==> src/rtl/instruction_fetch_unit.sv <==
// instruction_fetch_unit: program counter and fetch buffer in front of the
// instruction memory. Each cycle the word at pc is captured together with its
// address into a small FIFO that feeds decode over a valid/ready handshake.
// A redirect from execute flushes the buffer and reloads pc.
// Optional build macro FETCH_JUMP_PREDICT_EN: when defined, unconditional
// jump words are followed at fetch time instead of waiting for a redirect.
module instruction_fetch_unit #(
    parameter int            AW         = 12,
    parameter int            IW         = 19,
    parameter logic [AW-1:0] RESET_PC   = '0,
    parameter int            FIFO_DEPTH = 2
) (
    input  logic          clk,
    input  logic          rst,
    output logic [AW-1:0] imem_addr,
    input  logic [IW-1:0] imem_instr,
    input  logic          redirect_valid,
    input  logic [AW-1:0] redirect_pc,
    output logic          if_valid,
    output logic [IW-1:0] if_instr,
    output logic [AW-1:0] if_pc,
    input  logic          id_ready
);

    // FIFO_DEPTH is a power of two, so pointers wrap naturally at PW bits.
    localparam int PW = $clog2(FIFO_DEPTH);
    localparam int CW = $clog2(FIFO_DEPTH) + 1;

    logic [AW-1:0] pc_q, pc_d;
    logic [PW-1:0] wr_ptr_q, wr_ptr_d;
    logic [PW-1:0] rd_ptr_q, rd_ptr_d;
    logic [CW-1:0] count_q, count_d;

    logic [AW-1:0] pc_buf   [FIFO_DEPTH];
    logic [IW-1:0] instr_buf[FIFO_DEPTH];

    logic          full;
    logic          not_empty;
    logic          pop;
    logic          push;
    logic [AW-1:0] pc_after_push;

    assign full      = (count_q == CW'(FIFO_DEPTH));
    assign not_empty = (count_q != '0);

    // Redirect squashes both the head handshake and the current fetch.
    assign pop  = not_empty & id_ready & ~redirect_valid;
    assign push = ~redirect_valid & (~full | pop);

`ifdef FETCH_JUMP_PREDICT_EN
    logic is_jump;
    assign is_jump = (imem_instr[IW-1:IW-3] == 3'b111) &&
                     (imem_instr[IW-4:IW-7] == 4'b0000);
    assign pc_after_push = is_jump ? imem_instr[AW-1:0] : pc_q + AW'(1);
`else
    assign pc_after_push = pc_q + AW'(1);
`endif

    // Next-state for pc, pointers and occupancy; redirect overrides all.
    always_comb begin
        pc_d     = pc_q;
        wr_ptr_d = wr_ptr_q;
        rd_ptr_d = rd_ptr_q;
        count_d  = count_q;
        if (redirect_valid) begin
            pc_d     = redirect_pc;
            wr_ptr_d = '0;
            rd_ptr_d = '0;
            count_d  = '0;
        end else begin
            if (push) begin
                pc_d     = pc_after_push;
                wr_ptr_d = wr_ptr_q + PW'(1);
            end
            if (pop) begin
                rd_ptr_d = rd_ptr_q + PW'(1);
            end
            case ({push, pop})
                2'b10:   count_d = count_q + CW'(1);
                2'b01:   count_d = count_q - CW'(1);
                default: count_d = count_q;
            endcase
        end
    end

    // Control state; asynchronous reset empties the buffer at once.
    always_ff @(posedge clk or posedge rst) begin
        if (rst) begin
            pc_q     <= RESET_PC;
            wr_ptr_q <= '0;
            rd_ptr_q <= '0;
            count_q  <= '0;
        end else begin
            pc_q     <= pc_d;
            wr_ptr_q <= wr_ptr_d;
            rd_ptr_q <= rd_ptr_d;
            count_q  <= count_d;
        end
    end

    // Buffer storage; contents are only observed through count, so no reset.
    always_ff @(posedge clk) begin
        if (push) begin
            pc_buf[wr_ptr_q]    <= pc_q;
            instr_buf[wr_ptr_q] <= imem_instr;
        end
    end

    assign imem_addr = pc_q;
    assign if_valid  = not_empty & ~redirect_valid;
    assign if_instr  = if_valid ? instr_buf[rd_ptr_q] : '0;
    assign if_pc     = if_valid ? pc_buf[rd_ptr_q]    : '0;

endmodule

==> config.mk <==
export PLATFORM = sky130hd
export DESIGN_NAME = instruction_fetch_unit
export DESIGN_NICKNAME = d
export VERILOG_FILES = /design/src/rtl/instruction_fetch_unit.sv
export SDC_FILE = /design/constraint.sdc
export NUM_CORES = 1
export LEC_CHECK = 0
export CAP_MARGIN = 30
export CORE_MARGIN = 10
export CORE_UTILIZATION = 49
export DETAILED_ROUTE_END_ITERATION = 10
export PLACE_DENSITY_LB_ADDON = 0.05
export SLEW_MARGIN = 15
export SYNTH_ARGS = -nofsm -noshare
export SYNTH_HDL_FRONTEND = slang
export SYNTH_SLANG_ARGS = --single-unit
==> constraint.sdc <==
create_clock -name clk -period 4.1 [get_ports clk]
set_input_delay 0.615 -clock clk [delete_from_list [all_inputs] [get_ports clk]]
set_output_delay 0.615 -clock clk [all_outputs]
set_load 0.02 [all_outputs]
==> summary.txt, run 1 <==
Final layout
  • Finished Layout Cells: 393
  • Most frequent cells in the layout: clkdlybuf4s50_1 (78), edfxtp_1 (62), nor2_1 (39)
  • Layout area overhead: 33.5%
  • # diodes: 0
  • Commonest non-fill, non-tap cell in the layout: clkdlybuf4s50_1
  • Final Core Density: 67.6%
  • # nets final: 348
  • Share of cells above drive strength 1: 7.28%

Logic synthesis
  • Synthesized area per cell: 14.0 µm²
  • Synth Area in Simple Gates: 9.56%
  • Syn Nets: 267
  • FF+latch count, synth: 78
  • Cell Area, Synth: 3230 µm²
  • Post-synthesis sequential area ratio: 70.0%
  • XOR/XNOR Fraction of Synth Area: 2.98%
  • Syn. warnings: 0
  • Area share of the largest cell type after synthesis: 57.6%
  • Largest family of logic cells by synthesized area: multiplexers
  • Synth area leader: edfxtp_1
  • Area contributors post-synth: edfxtp_1 (58%), dfrtp_1 (12%), mux2i_1 (9.9%)
  • Distinct cells, synth: 33
  • Synth Area in Compound Gates: 4.72%
  • Adder-Cell Fraction of Synth Area: 0.387%
  • Post-synthesis cell count: 231
  • Mux cell area share after synthesis: 9.91%

Routing
  • Final ANT Viol Nets: 0
  • DRT Wirelength: 6.46 mm
  • First-pass DRT Iterations: 4
  • Wirelength per Cell: 16.4 µm
  • Final routed DRC violation total: 0
  • Vias per cell: 5.15
  • Via count: 2025
  • Iter 0 DRT Violations: 77

Timing
  • Final Slew Violations: 0
  • Slew headroom: 36.6%
  • Fmax: 343 MHz
  • Final Cycle Share: 71.2%
  • RSZ-0062 raised after global routing: false
  • Final WS setup: 1180 ps
  • Setup TNS: 0 ps
  • Final setup vio count: 0
  • Clk_skew: 11.2 ps
  • Final hold violation count: 0
  • Worst Tran Pin Value: 951 ps
  • Final Critical Period: 2920 ps

Clocking
  • H-tree depth: 3
  • CTS tree: yes
  • Worst-path clk slew: 70 ps
  • Root Driver: clkbuf_8
  • Post-CTS Setup Bufs: 0
  • CTS max path bufs: 2
  • Cts hold-fix bufs: 0
  • Clock sinks: 78
  • Post_cts resized: 0
  • CTS buffer count: 9
  • Clk Latency, worst-skew pair: 340 ps

Place
  • Detailed Place HPWL: 4.46 mm
  • Cells after DPL: 378
  • Dpl ws: 1170 ps
  • IO Port Bufs: 78
  • Placer congestion estimate: 0.851

Critical path
  • Reg2Reg Setup Slack: 2140 ps
  • Critical path fanouts, max: 32
  • Arrival time of the worst setup path: 2300 ps
  • Critical path class: register to output port
  • R2R depth: 4
  • CP startpoint kind: register
  • Worst-path cell chain: mux2i_1 -> nor2_1 -> clkdlybuf4s50_1
  • Worst EP required: 3480 ps
  • Crit Reg-Reg Startpoint: count_q[0]$_DFFE_PP0P_
  • Reg2reg end: instr_buf[1][12]$_DFFE_PP_
  • Slowest stage delay, CP: 1000 ps
  • Slowest-stage cell, CP: dfrtp_2
  • Critical Path Sink Type: output port

Outcome
  • Status: complete, no violations

Floorplanning
  • Die ar.: 10200 µm²
  • Height of the die: 101 µm
  • Core area: 6390 µm²
  • Row count: 29
  • Initial Util: 50.6%
  • Io pins: 79
  • Die width: 101 µm

Power
  • Worst VDD drop: 0.238 mV
  • Total power: 1.97 mW
  • LEAKAGE: 1.52 nW
  • Power Dens Cells: 457 nW/µm²

Hold path
  • Hold endpoint: pc_buf[0][11]$_DFFE_PP_
  • Hold Path Class: register to register
  • Hold Path Depth: 0
  • Min-delay src: imem_addr[11]$_DFFE_PP0P_

GRT
  • Vias in the first global route: 2067
  • First-pass GRT wire length: 10.3 mm
  • Grt ovf: 0
  • Total track usage: 12.7%
  • Initial antenna violation count: 0
  • Largest net degree at the start of global routing: 33

Flow run
  • Max_cap viols: 0
[state kept, by name (all words and copies together), names as in the netlist]
| register | cells |
|---|---|
| wr_ptr_q | 1 |
| instr_buf | 38 |
| pc_buf | 24 |
| count_q | 2 |
| rd_ptr_q | 1 |
| imem_addr | 12 |
[per-stage QoR]
stage               area (µm²)  hold WS, ps
floorplan                 3230          525
global placement          4090          517
detailed placement        4090          512
CTS                       4320          537
global route              4320          552
finish                    4320          540
[worst max path at each step]
stage                              start                         to  slack (ps)
global route        rd_ptr_q$_DFFE_PP0P_                if_instr[4]        1010
detailed placement        redirect_valid               if_instr[10]        1170
CTS                 rd_ptr_q$_DFFE_PP0P_                   if_pc[7]        1120
global placement          redirect_valid                   if_pc[0]        1190
finish              rd_ptr_q$_DFFE_PP0P_                   if_pc[8]        1180
floorplan                 redirect_valid  instr_buf[0][0]$_DFFE_PP_         520
[metal layers]
layer  share of wire, %  track usage (%)
met1                 41             15.3
met2                 51             20.5
met3                7.4             4.56
met4               0.79             4.82
met5                  0                0
[worst max-delay path: cells and delay by family (launching register included)]
| family | cells | cell delay, ps |
|---|---|---|
| flops | 1 | 1000 |
| buf+inv | 1 | 620 |
| mux | 1 | 210 |
| simple gates | 1 | 130 |
[kinds of logic after synthesis]
logic type                 Yosys count
muxes                               32
adders and majority gates            1
buffers and inverters               16
DFF                                 78
xor gates and xnor gates            11
and+or+nand+nor                     69
AOI/OAI and AO/OA                   24
[final cells by class]
type | instances | area, µm²
Inverter | 3 | 11.3
Timing Repair Buffer | 83 | 818
Clock buffer | 10 | 128
Sequential cell | 78 | 2260
Tap cell | 77 | 96.3
Clock inverter | 5 | 98.8
Fill cell | 482 | 2070
Multi-Input combinational cell | 137 | 900
[synthesized netlist by cell type (all sizes together)]
master   number
edfxtp       62
nor2         39
mux2i        32
dfrtp        16
nand2        13
o21ai        12
xor2          8
clkbuf        7
buf           6
o2111ai       4
o211ai        4
inv           3
nand3         3
xnor2         3
and2          2
and3          2
nor2b         2
or4           2
a21oi         1
a31oi         1
and4          1
ha            1
nand2b        1
nand4         1
nor3          1
o311ai        1
o31ai         1
or2           1
or4b          1
[power by group]
| part | switching (mW) | internal (mW) |
|---|---|---|
| sequential | 0.0622 | 0.937 |
| combinational | 0.164 | 0.163 |
| clock | 0.248 | 0.398 |
Power figures use the tool's default switching activity.
==> run 2, diff against run 1 <==
--- a/config.mk
+++ b/config.mk
@@ -7,7 +7,7 @@
 export LEC_CHECK = 0
 export CAP_MARGIN = 30
 export CORE_MARGIN = 10
-export CORE_UTILIZATION = 49
+export CORE_UTILIZATION = 44
 export DETAILED_ROUTE_END_ITERATION = 10
 export PLACE_DENSITY_LB_ADDON = 0.05
 export SLEW_MARGIN = 15
==> constraint.sdc (replaced) <==
create_clock -name clk -period 2.5 [get_ports clk]
set_input_delay 0.375 -clock clk [delete_from_list [all_inputs] [get_ports clk]]
set_output_delay 0.375 -clock clk [all_outputs]
set_load 0.02 [all_outputs]
==> run 2 against run 1 <==
Clock power up 43%. Hold slack worse by 110 ps. Critical path depth is 3 higher. First-iteration DRC count increased by 13%. Utilization is 6.8 points lower. Final area increased by 1.6%. Die area up 9.1%. Non-clock buffer count grew 5. Sequential cell count unchanged. Power is 58% higher. Clock skew shrank 4.8 ps. Register-to-register slack worse by 1400 ps.
==> summary.txt, run 2 (synthesized netlist as in run 1, its figures left out) <==
Clocking
  • Worst-path clk slew: 80 ps (about the same)
  • Clk Latency, worst-skew pair: 330 ps (about the same)
  • Post-CTS Setup Bufs: 0 (unchanged)
  • Cts hold-fix bufs: 0 (unchanged)
  • H-tree depth: 3 (unchanged)
  • Post_cts resized: 0 (unchanged)
  • Clock sinks: 78 (unchanged)
  • CTS buffer count: 9 (unchanged)
  • CTS tree: yes
  • Root Driver: clkbuf_8
  • CTS max path bufs: 2 (unchanged)

Power
  • Worst VDD drop: 0.289 mV (+22%)
  • LEAKAGE: 1.53 nW (+0.58%)
  • Power Dens Cells: 713 nW/µm² (+56%)
  • Clock power frac: 29.6% (-3.1 points)
  • Comb power frac: 19.1% (+2.5 points)
  • Sw frac: 26.9% (+2.9 points)
  • NetSw: 0.841 mW (+77%)
  • Internal Power: 2.28 mW (+52%)
  • Sequential Power Share: 51.3% (+0.6 points)

Critical path
  • Reg2Reg Setup Slack: 760 ps (-1380 ps)
  • Slowest stage delay, CP: 620 ps (-380 ps)
  • Reg2reg end: imem_addr[11]$_DFFE_PP0P_
  • Worst EP required: 2120 ps (-1360 ps)
  • Critical Path Sink Type: output port
  • Worst-path cell chain: clkdlybuf4s50_1 -> inv_1 -> o21ai_2 -> buf_4 -> nor2_1 -> clkdlybuf4s50_1
  • Critical path fanouts, max: 22 (-31%)
  • Crit Reg-Reg Startpoint: count_q[0]$_DFFE_PP0P_
  • CP most frequent cell: clkdlybuf4s50_1
  • CP Buf/Inv Count: 4 (+3)
  • Slowest-stage cell, CP: clkdlybuf4s50_1
  • Kind of cell adding the most delay to the critical path: buffers and inverters
  • Critical path class: input pin to output port
  • Arrival time of the worst setup path: 1950 ps (-350 ps)
  • R2R depth: 4 (unchanged)
  • CP startpoint kind: input pin

Routing
  • Final routed DRC violation total: 0 (unchanged)
  • Final ANT Viol Nets: 0 (unchanged)
  • Iter 0 DRT Violations: 87 (+13%)
  • Wirelength per Cell: 16.2 µm (-1.3%)
  • Via count: 2064 (+1.9%)
  • Vias per cell: 4.90 (-4.9%)
  • DRT Wirelength: 6.83 mm (+5.7%)
  • First-pass DRT Iterations: 4 (unchanged)

Floorplanning
  • Die width: 106 µm (+4.4%)
  • Io pins: 79 (unchanged)
  • Core area: 7210 µm² (+13%)
  • Initial Util: 44.8% (-5.8 points)
  • Height of the die: 106 µm (+4.4%)
  • Row count: 31 (+6.9%)
  • Die ar.: 11200 µm² (+9.1%)

Outcome
  • Status: complete, no violations

Timing
  • Setup TNS: 0 ps (unchanged)
  • Slew headroom: 55.6% (+19 points)
  • Final Cycle Share: 93.1%
  • Final Slew Violations: 0 (unchanged)
  • Final setup vio count: 0 (unchanged)
  • Fmax: 430 MHz
  • Clk_skew: 6.45 ps (-4.79 ps)
  • RSZ-0062 raised after global routing: false
  • Final hold violation count: 0 (unchanged)
  • Worst Tran Pin Value: 666 ps (-285 ps)
  • Final Critical Period: 2330 ps

GRT
  • Vias in the first global route: 2227 (+7.7%)
  • Initial antenna violation count: 0 (unchanged)
  • First-pass GRT wire length: 11.3 mm (+10%)
  • Grt ovf: 0 (unchanged)
  • Largest net degree at the start of global routing: 32 (-3.0%)
  • Total track usage: 12.5% (-0.19 points)

Hold path
  • Hold Path Class: input pin to async pin

Place
  • IO Port Bufs: 78 (unchanged)
  • Detailed Place HPWL: 4.71 mm (+5.5%)
  • Post-DP Area: 4190 µm² (+2.4%)
  • Placer congestion estimate: 0.799 (-6.1%)

Final layout
  • Sequential cell area: 2260 µm² (unchanged)
  • Top reg by flops: instr_buf
  • Most frequent cells in the layout: clkdlybuf4s50_1 (78), edfxtp_1 (62), nor2_1 (39)
  • Footprint of the multi-input gates: 906 µm² (+0.70%)
  • # diodes: 0 (unchanged)
  • Finished Cell Area: 4380 µm² (+1.6%)
  • Layout fillers: 612 (+27%)
  • # nets final: 353 (+1.4%)
  • Largest register FFs: 38 (unchanged)
  • Layout area overhead: 35.6%
  • Share of cells above drive strength 1: 9.32% (+2.0 points)
  • Commonest non-fill, non-tap cell in the layout: clkdlybuf4s50_1

Flow run
  • Max_cap viols: 0 (unchanged)
-- run 2: worst reg2reg max path: cells and delay by family (launching register included) --
family	cells	cell delay [ps]
AND/OR/NAND/NOR	3	1060
flip-flops	1	430
AO/OA/AOI/OAI	1	180
-- run 2: how the worst max path moves through the flow --
stage | from | endpoint | slack [ps] | depth (start not counted)
2_1_floorplan | redirect_valid | instr_buf[0][0]$_DFFE_PP_ | 100 | 3
3_3_place_gp | redirect_valid | if_pc[8] | 170 | 6
3_5_place_dp | redirect_valid | if_pc[0] | 150 | 6
4_1_cts | count_q[1]$_DFFE_PP0P_ | if_pc[8] | 140 | 4
5_1_grt | redirect_valid | if_pc[0] | 40 | 6
6_report | redirect_valid | if_pc[0] | 170 | 6
-- run 2: cell type report --
type,instances,share of cell area [%]
Tap cell,99,2.83
Sequential cell,78,51.6
Inverter,3,0.257
Timing Repair Buffer,88,20.1
Multi-Input combinational cell,137,20.7
Clock inverter,7,1.68
Clock buffer,9,2.83
-- run 2: power by group through the flow --
stage | Clock [mW] | Sequential (mW) | Combinational (mW)
CTS | 0.947 | 1.60 | 0.609
global placement | 0 | 1.63 | 0.602
finish | 0.924 | 1.60 | 0.596
global route | 0.999 | 1.62 | 0.652
floorplan | 0 | 1.64 | 0.302
detailed placement | 0 | 1.63 | 0.606
-- run 2: per-stage QoR --
stage / util, % / instances / worst slack [ps] / hold slack, ps / total power, mW
after floorplan: - / 231 / 97.7 / 289 / 1.95
after global placement: 58.0 / 405 / 170 / 501 / 2.23
after detailed placement: 58.0 / 405 / 151 / 510 / 2.24
after CTS: 60.8 / 421 / 137 / 432 / 3.16
after global routing: 60.8 / 421 / 39.1 / 487 / 3.27
final: 60.8 / 421 / 173 / 427 / 3.12
-- run 2: metal layers --
layer	wire length [µm]	GRT usage, %	vias up
li1	-	-	1015
met3	526	4.08	2
met2	3530	21.4	68
met5	0	0	-
met4	34	4.35	0
met1	2740	14.4	979
==> run 3, diff against run 2 <==
--- a/config.mk
+++ b/config.mk
@@ -6,6 +6,7 @@
 export NUM_CORES = 1
 export LEC_CHECK = 0
 export CAP_MARGIN = 30
+export CORE_ASPECT_RATIO = 0.6
 export CORE_MARGIN = 10
 export CORE_UTILIZATION = 44
 export DETAILED_ROUTE_END_ITERATION = 10
==> run 3 against run 2 <==
Wire length is 3.2% higher. First-iteration DRC count is 56% higher. Cell count is 1.4% lower. Critical endpoint is now if_pc[8].
==> summary.txt, run 3 (synthesized netlist as in run 1, its figures left out) <==
Power
  • Internal Power: 2.71 mW (+19%)
  • NetSw: 0.890 mW (+5.8%)
  • Comb power frac: 16.9% (-2.2 points)
  • Power Dens Cells: 795 nW/µm² (+12%)
  • Worst VDD drop: 0.362 mV (+25%)
  • Sw frac: 24.8% (-2.2 points)
  • Clock power frac: 38.2% (+8.6 points)
  • LEAKAGE: 1.61 nW (+5.0%)
  • Sequential Power Share: 44.8% (-6.5 points)

Clocking
  • Clk Latency, worst-skew pair: 330 ps (about the same)
  • Worst-path clk slew: 60 ps (-20 ps)
  • CTS buffer count: 9 (unchanged)
  • Post-CTS Setup Bufs: 0 (unchanged)
  • Post_cts resized: 0 (unchanged)
  • Root Driver: clkbuf_16
  • Clock sinks: 78 (unchanged)
  • H-tree depth: 3 (unchanged)
  • CTS tree: yes
  • CTS max path bufs: 2 (unchanged)
  • Cts hold-fix bufs: 0 (unchanged)

Routing
  • First-pass DRT Iterations: 4 (unchanged)
  • Iter 0 DRT Violations: 136 (+56%)
  • DRT Wirelength: 7.05 mm (+3.2%)
  • Final ANT Viol Nets: 0 (unchanged)
  • Wirelength per Cell: 17.0 µm (+4.7%)
  • Via count: 2073 (+0.44%)
  • Top layer in use: met4
  • Metal3 WL: 562 µm (+6.8%)
  • Final routed DRC violation total: 0 (unchanged)
  • Met2 wire len: 3.26 mm (-7.7%)
  • Vias per cell: 5.00 (+1.9%)
  • M1 WL: 3.16 mm (+15%)

Place
  • Detailed Place HPWL: 5.14 mm (+9.2%)
  • Placer congestion estimate: 0.757 (-5.2%)
  • Cells after DPL: 399 (-1.5%)
  • IO Port Bufs: 78 (unchanged)
  • Post-DP Area: 4200 µm² (+0.42%)
  • Dpl ws: 147 ps (-4.16 ps)

Critical path
  • R2R depth: 4 (unchanged)
  • Reg2Reg Setup Slack: 760 ps (about the same)
  • Crit Reg-Reg Startpoint: count_q[0]$_DFFE_PP0P_
  • Worst EP required: 2120 ps (about the same)
  • CP startpoint kind: input pin
  • Worst-path cell chain: clkdlybuf4s50_1 -> inv_1 -> o21ai_2 -> buf_12 -> nor2_1 -> clkdlybuf4s50_1
  • Reg2reg end: imem_addr[11]$_DFFE_PP0P_
  • Critical path class: input pin to output port
  • CP most frequent cell: clkdlybuf4s50_1
  • Critical Path Sink Type: output port
  • CP Capture Point: if_pc[8]
  • Critical path fanouts, max: 25 (+14%)
  • Slowest stage delay, CP: 640 ps (+20 ps)
  • Slowest-stage cell, CP: clkdlybuf4s50_1
  • Arrival time of the worst setup path: 1970 ps (+20 ps)
  • Crit path from: redirect_valid

Outcome
  • Status: complete, no violations

Final layout
  • # diodes: 0 (unchanged)
  • Layout fillers: 572 (-6.5%)
  • Finished Layout Cells: 415 (-1.4%)
  • Commonest non-fill, non-tap cell in the layout: clkdlybuf4s50_1
  • Final Core Density: 62.8% (+2.0 points)
  • Top reg by flops: instr_buf
  • Share of cells above drive strength 1: 9.88% (+0.56 points)
  • Layout area overhead: 40.0%
  • Finished Cell Area: 4520 µm² (+3.2%)
  • Largest register FFs: 38 (unchanged)
  • Most frequent cells in the layout: clkdlybuf4s50_1 (78), edfxtp_1 (62), nor2_1 (39)
  • # nets final: 355 (+0.57%)

Timing
  • Slew headroom: 56.7% (+1.1 points)
  • Fmax: 426 MHz (-0.81%)
  • Final Slew Violations: 0 (unchanged)
  • Final WS setup: 154 ps (-18.9 ps)
  • RSZ-0062 raised after global routing: false
  • Final setup vio count: 0 (unchanged)
  • Clk_skew: 4.56 ps (-1.88 ps)
  • Worst Tran Pin Value: 649 ps (-16.7 ps)
  • Setup TNS: 0 ps (unchanged)
  • Final Critical Period: 2350 ps (+18.9 ps)
  • Final Cycle Share: 93.9% (+0.76 points)
  • Final hold violation count: 0 (unchanged)

GRT
  • Grt ovf: 0 (unchanged)
  • Initial antenna violation count: 0 (unchanged)
  • First-pass GRT wire length: 11.2 mm (-0.91%)
  • Largest net degree at the start of global routing: 29 (-9.4%)
  • Vias in the first global route: 2084 (-6.4%)
  • Total track usage: 12.9% (+0.42 points)

Floorplanning
  • Row count: 24 (-23%)
  • Die ar.: 11300 µm² (+1.0%)
  • Initial Util: 44.8% (+0.047 points)
  • Io pins: 79 (unchanged)
  • Die width: 131 µm (+24%)
  • Height of the die: 86.4 µm (-18%)
  • Core area: 7210 µm² (-0.10%)

Flow run
  • Max_cap viols: 0 (unchanged)

Hold path
  • Hold Path Class: input pin to async pin
## run 3: critical path, delay by kind of cell
kind / cells / cell delay (ps)
compound gates: 1 / 120
simple gates: 1 / 140
buf+inv: 4 / 1330
## run 3: power groups by stage
stage / Clock [mW] / Sequential (mW) / Combinational, mW
2_1_floorplan: 0 / 1.64 / 0.302
3_3_place_gp: 0 / 1.63 / 0.615
3_5_place_dp: 0 / 1.64 / 0.620
4_1_cts: 1.41 / 1.61 / 0.623
5_1_grt: 1.46 / 1.63 / 0.665
6_report: 1.37 / 1.61 / 0.609
## run 3: layer usage
layer  vias up  GRT usage, %
li1       1026             -
met1       983          17.0
met2        56          19.6
met3         8          5.06
met4         0          3.32
met5         -             0
## run 3: stage by stage
step	total power, mW	hold WS, ps
after CTS	3.64	455
final	3.60	431
after global placement	2.25	545
after detailed placement	2.26	546
after global routing	3.75	497
after floorplan	1.95	289
## run 3: worst min path at each step
stage | slack [ps] | start | to
after floorplan | 290 | rst | count_q[0]$_DFFE_PP0P_
after global placement | 540 | imem_addr[11]$_DFFE_PP0P_ | pc_buf[1][11]$_DFFE_PP_
after detailed placement | 550 | imem_addr[11]$_DFFE_PP0P_ | pc_buf[0][11]$_DFFE_PP_
after CTS | 450 | rst | imem_addr[4]$_DFFE_PP0P_
after global routing | 500 | rst | imem_addr[2]$_DFFE_PP0P_
final | 430 | rst | imem_addr[4]$_DFFE_PP0P_
## run 3: area by class of cell
cell class	instances	area (µm²)	share of cell area, %
timing repair buffer	90	908	20.1
clock buffer	9	225	4.98
inverter	3	11.3	0.249
multi-input combinational	137	906	20.0
clock inverter	7	96.3	2.13
tap	91	114	2.52
sequential	78	2260	50.0
==> RTL edit, RTL diff (flow settings as in run 1) <==
The option `FETCH_JUMP_PREDICT_EN` is turned on by a define.
--- a/src/rtl/instruction_fetch_unit.sv
+++ b/src/rtl/instruction_fetch_unit.sv
@@ -5,4 +5,6 @@
 // Optional build macro FETCH_JUMP_PREDICT_EN: when defined, unconditional
 // jump words are followed at fetch time instead of waiting for a redirect.
+`define FETCH_JUMP_PREDICT_EN
+
 module instruction_fetch_unit #(
     parameter int            AW         = 12,
Function: changed (a bounded check fails within 4 cycles, from zero or initial values and one cycle with rst high).
==> RTL edit against run 1 <==
  * Maximum frequency down 6.7%
  * Hold slack worse by 0.0016 ns
  * Highest routed layer unchanged
  * Routed wire length up 30%
  * Clock power down 14%
  * Design area up 5.0%
  * First-iteration DRC count up 30%
  * Count of clock-buffer cells in the layout unchanged
  * Sequential cell count unchanged
  * Global-route usage up 3.0 points
  * Non-clock buffer count up 2
  * Area after synthesis up 6.2%
  * Total power down 2.4%
  * Setup slack worse by 0.21 ns
==> RTL edit: results <==
<?xml version="1.0" encoding="UTF-8"?>
<metrics>
  <group name="yosys">
    <metric name="ys_top_cells_by_area" unit="">edfxtp_1, dfrtp_1, mux2i_1</metric>
    <metric name="synth_common_cells" unit="">edfxtp_1, nor2_1, mux2i_1</metric>
    <metric name="synthDistinctLibCells" unit="">45</metric>
    <metric name="synth_sequential_area_ratio" unit="%">65.9</metric>
    <metric name="yosys_warnings" unit="">0</metric>
    <metric name="syn_nets" unit="">299</metric>
    <metric name="synth-async-reset-ratio" unit="%">20.5</metric>
  </group>
  <group name="clocking">
    <metric name="clock_tree.root_cell" unit="">clkbuf_8</metric>
    <metric name="worstSkewPairLatency" unit="ns">0.34</metric>
    <metric name="cts_inserted_buffers" unit="">9</metric>
  </group>
  <group name="critical_path">
    <metric name="worst-path-max-fanout" unit="">19</metric>
    <metric name="critical_path_arrival" unit="ns">2.51</metric>
    <metric name="crit-reg2reg-launch" unit="">count_q[0]$_DFFE_PP0P_</metric>
    <metric name="timing.rr.end" unit="">imem_addr[10]$_DFFE_PP0P_</metric>
    <metric name="reg2reg_slack" unit="ns">2.24</metric>
  </group>
  <group name="global_route">
    <metric name="grt_max_degree" unit="">33</metric>
    <metric name="global_route.usage.total" unit="%">15.7</metric>
    <metric name="grt_pass1_wl" unit="mm">13.6</metric>
  </group>
  <group name="drt">
    <metric name="drt_iter0_drc" unit="">100</metric>
    <metric name="wl_per_cell" unit="um">18.8</metric>
    <metric name="detailroute.via_count" unit="">2451</metric>
  </group>
  <group name="sta">
    <metric name="timing.final.crit_period" unit="ns">3.13</metric>
    <metric name="final.setup_skew" unit="ns">0.00336</metric>
    <metric name="max-slew-margin-rel" unit="%">38.1</metric>
  </group>
  <group name="finish">
    <metric name="largest_reg_flops" unit="">38</metric>
    <metric name="num-fill-cells" unit="">526</metric>
    <metric name="top_register" unit="">instr_buf</metric>
    <metric name="layout-drive-gt1-share" unit="%">8.83</metric>
    <metric name="design.final.nets" unit="">382</metric>
  </group>
  <group name="power_and_ir_drop">
    <metric name="ir_drop" unit="mV">0.227</metric>
    <metric name="static-leakage-power" unit="nW">1.58</metric>
  </group>
  <group name="place">
    <metric name="dp_hpwl" unit="mm">6.03</metric>
    <metric name="postPlaceCellArea" unit="um^2">4340</metric>
    <metric name="gp_congestion" unit="">0.829</metric>
  </group>
  <group name="hold_path">
    <metric name="hold_path.class" unit="">register to register</metric>
    <metric name="worst_hold_startpoint" unit="">wr_ptr_q$_DFFE_PP0P_</metric>
    <metric name="hold_depth" unit="">1</metric>
    <metric name="hold_path_end" unit="">wr_ptr_q$_DFFE_PP0P_</metric>
  </group>
  <group name="run_status">
    <metric name="run_status" unit="">completed</metric>
  </group>
  <group name="floorplan">
    <metric name="fp.dieArea" unit="um^2">10800</metric>
  </group>
</metrics>
## RTL edit: cell types whose count changed in the layout (fill, tap and decap cells not counted), sizes merged, moves of 3 or more
| cell | delta |
|---|---|
| a21oi | +10 |
| a22o | +3 |
| nand3 | +3 |
| a22oi | +3 |
| nor2 | +8 |
| a31oi | +3 |
| xor2 | -6 |
| o2111ai | -4 |
| clkinvlp | +3 |
| nor3 | +5 |
| o211ai | -3 |
| nand2 | -8 |
## RTL edit: final cells by class
type | instances | area, um^2 | area share (%)
Clock buffer | 10 | 128 | 2.82
Clock inverter | 6 | 62.6 | 1.38
Inverter | 4 | 15.0 | 0.331
Multi-Input combinational cell | 168 | 1110 | 24.4
Sequential cell | 78 | 2260 | 50.0
Tap cell | 96 | 120 | 2.65
Timing Repair Buffer | 85 | 833 | 18.4
## RTL edit: logic make-up after synthesis
group / synth area share [%]
DFF: 65.9
buffers and inverters: 2.04
AOI/OAI and AO/OA: 9.04
adders and majority gates: 0.364
muxes: 9.33
xor gates and xnor gates: 1.53
and+or+nand+nor: 11.8
## RTL edit: per-stage QoR
step	hold WS, ns	worst slack [ns]	power, mW	cells
detailed placement	0.524	0.943	1.39	431
CTS	0.542	0.936	1.94	447
global route	0.577	0.811	2.01	447
floorplan	0.464	1.20	1.21	263
global placement	0.512	0.995	1.38	431
finish	0.538	0.972	1.93	447
## RTL edit: power by group
group / internal, mW / leakage (nW) / switching (mW)
clock network: 0.279 / 0.0883 / 0.275
registers: 0.933 / 0.771 / 0.0736
logic: 0.182 / 0.716 / 0.183
## RTL edit: worst max-delay path, stage by stage
cell	delay (ns)
clkdlybuf4s50_1	0.43
inv_2	0.15
o21ai_2	0.27
buf_4	0.30
nor2_1	0.11
clkdlybuf4s50_1	0.62
## RTL edit: worst max-delay path by stage
stage	depth (start not counted)	slack, ns	start	endpoint
after floorplan	3	1.20	redirect_valid	instr_buf[0][0]$_DFFE_PP_
after global placement	6	0.99	redirect_valid	if_pc[3]
after detailed placement	6	0.94	redirect_valid	if_pc[9]
after CTS	4	0.94	count_q[1]$_DFFE_PP0P_	if_pc[8]
after global routing	4	0.81	count_q[1]$_DFFE_PP0P_	if_pc[1]
final	6	0.97	redirect_valid	if_pc[8]
## RTL edit: per-layer routing
layer / up-vias / global-route usage [%] / part of all wire (%)
met5: - / 0 / 0
met4: 0 / 6.56 / 1.4
met3: 11 / 3.66 / 7.5
met2: 107 / 26.6 / 52
met1: 1184 / 18.7 / 40
li1: 1149 / - / -
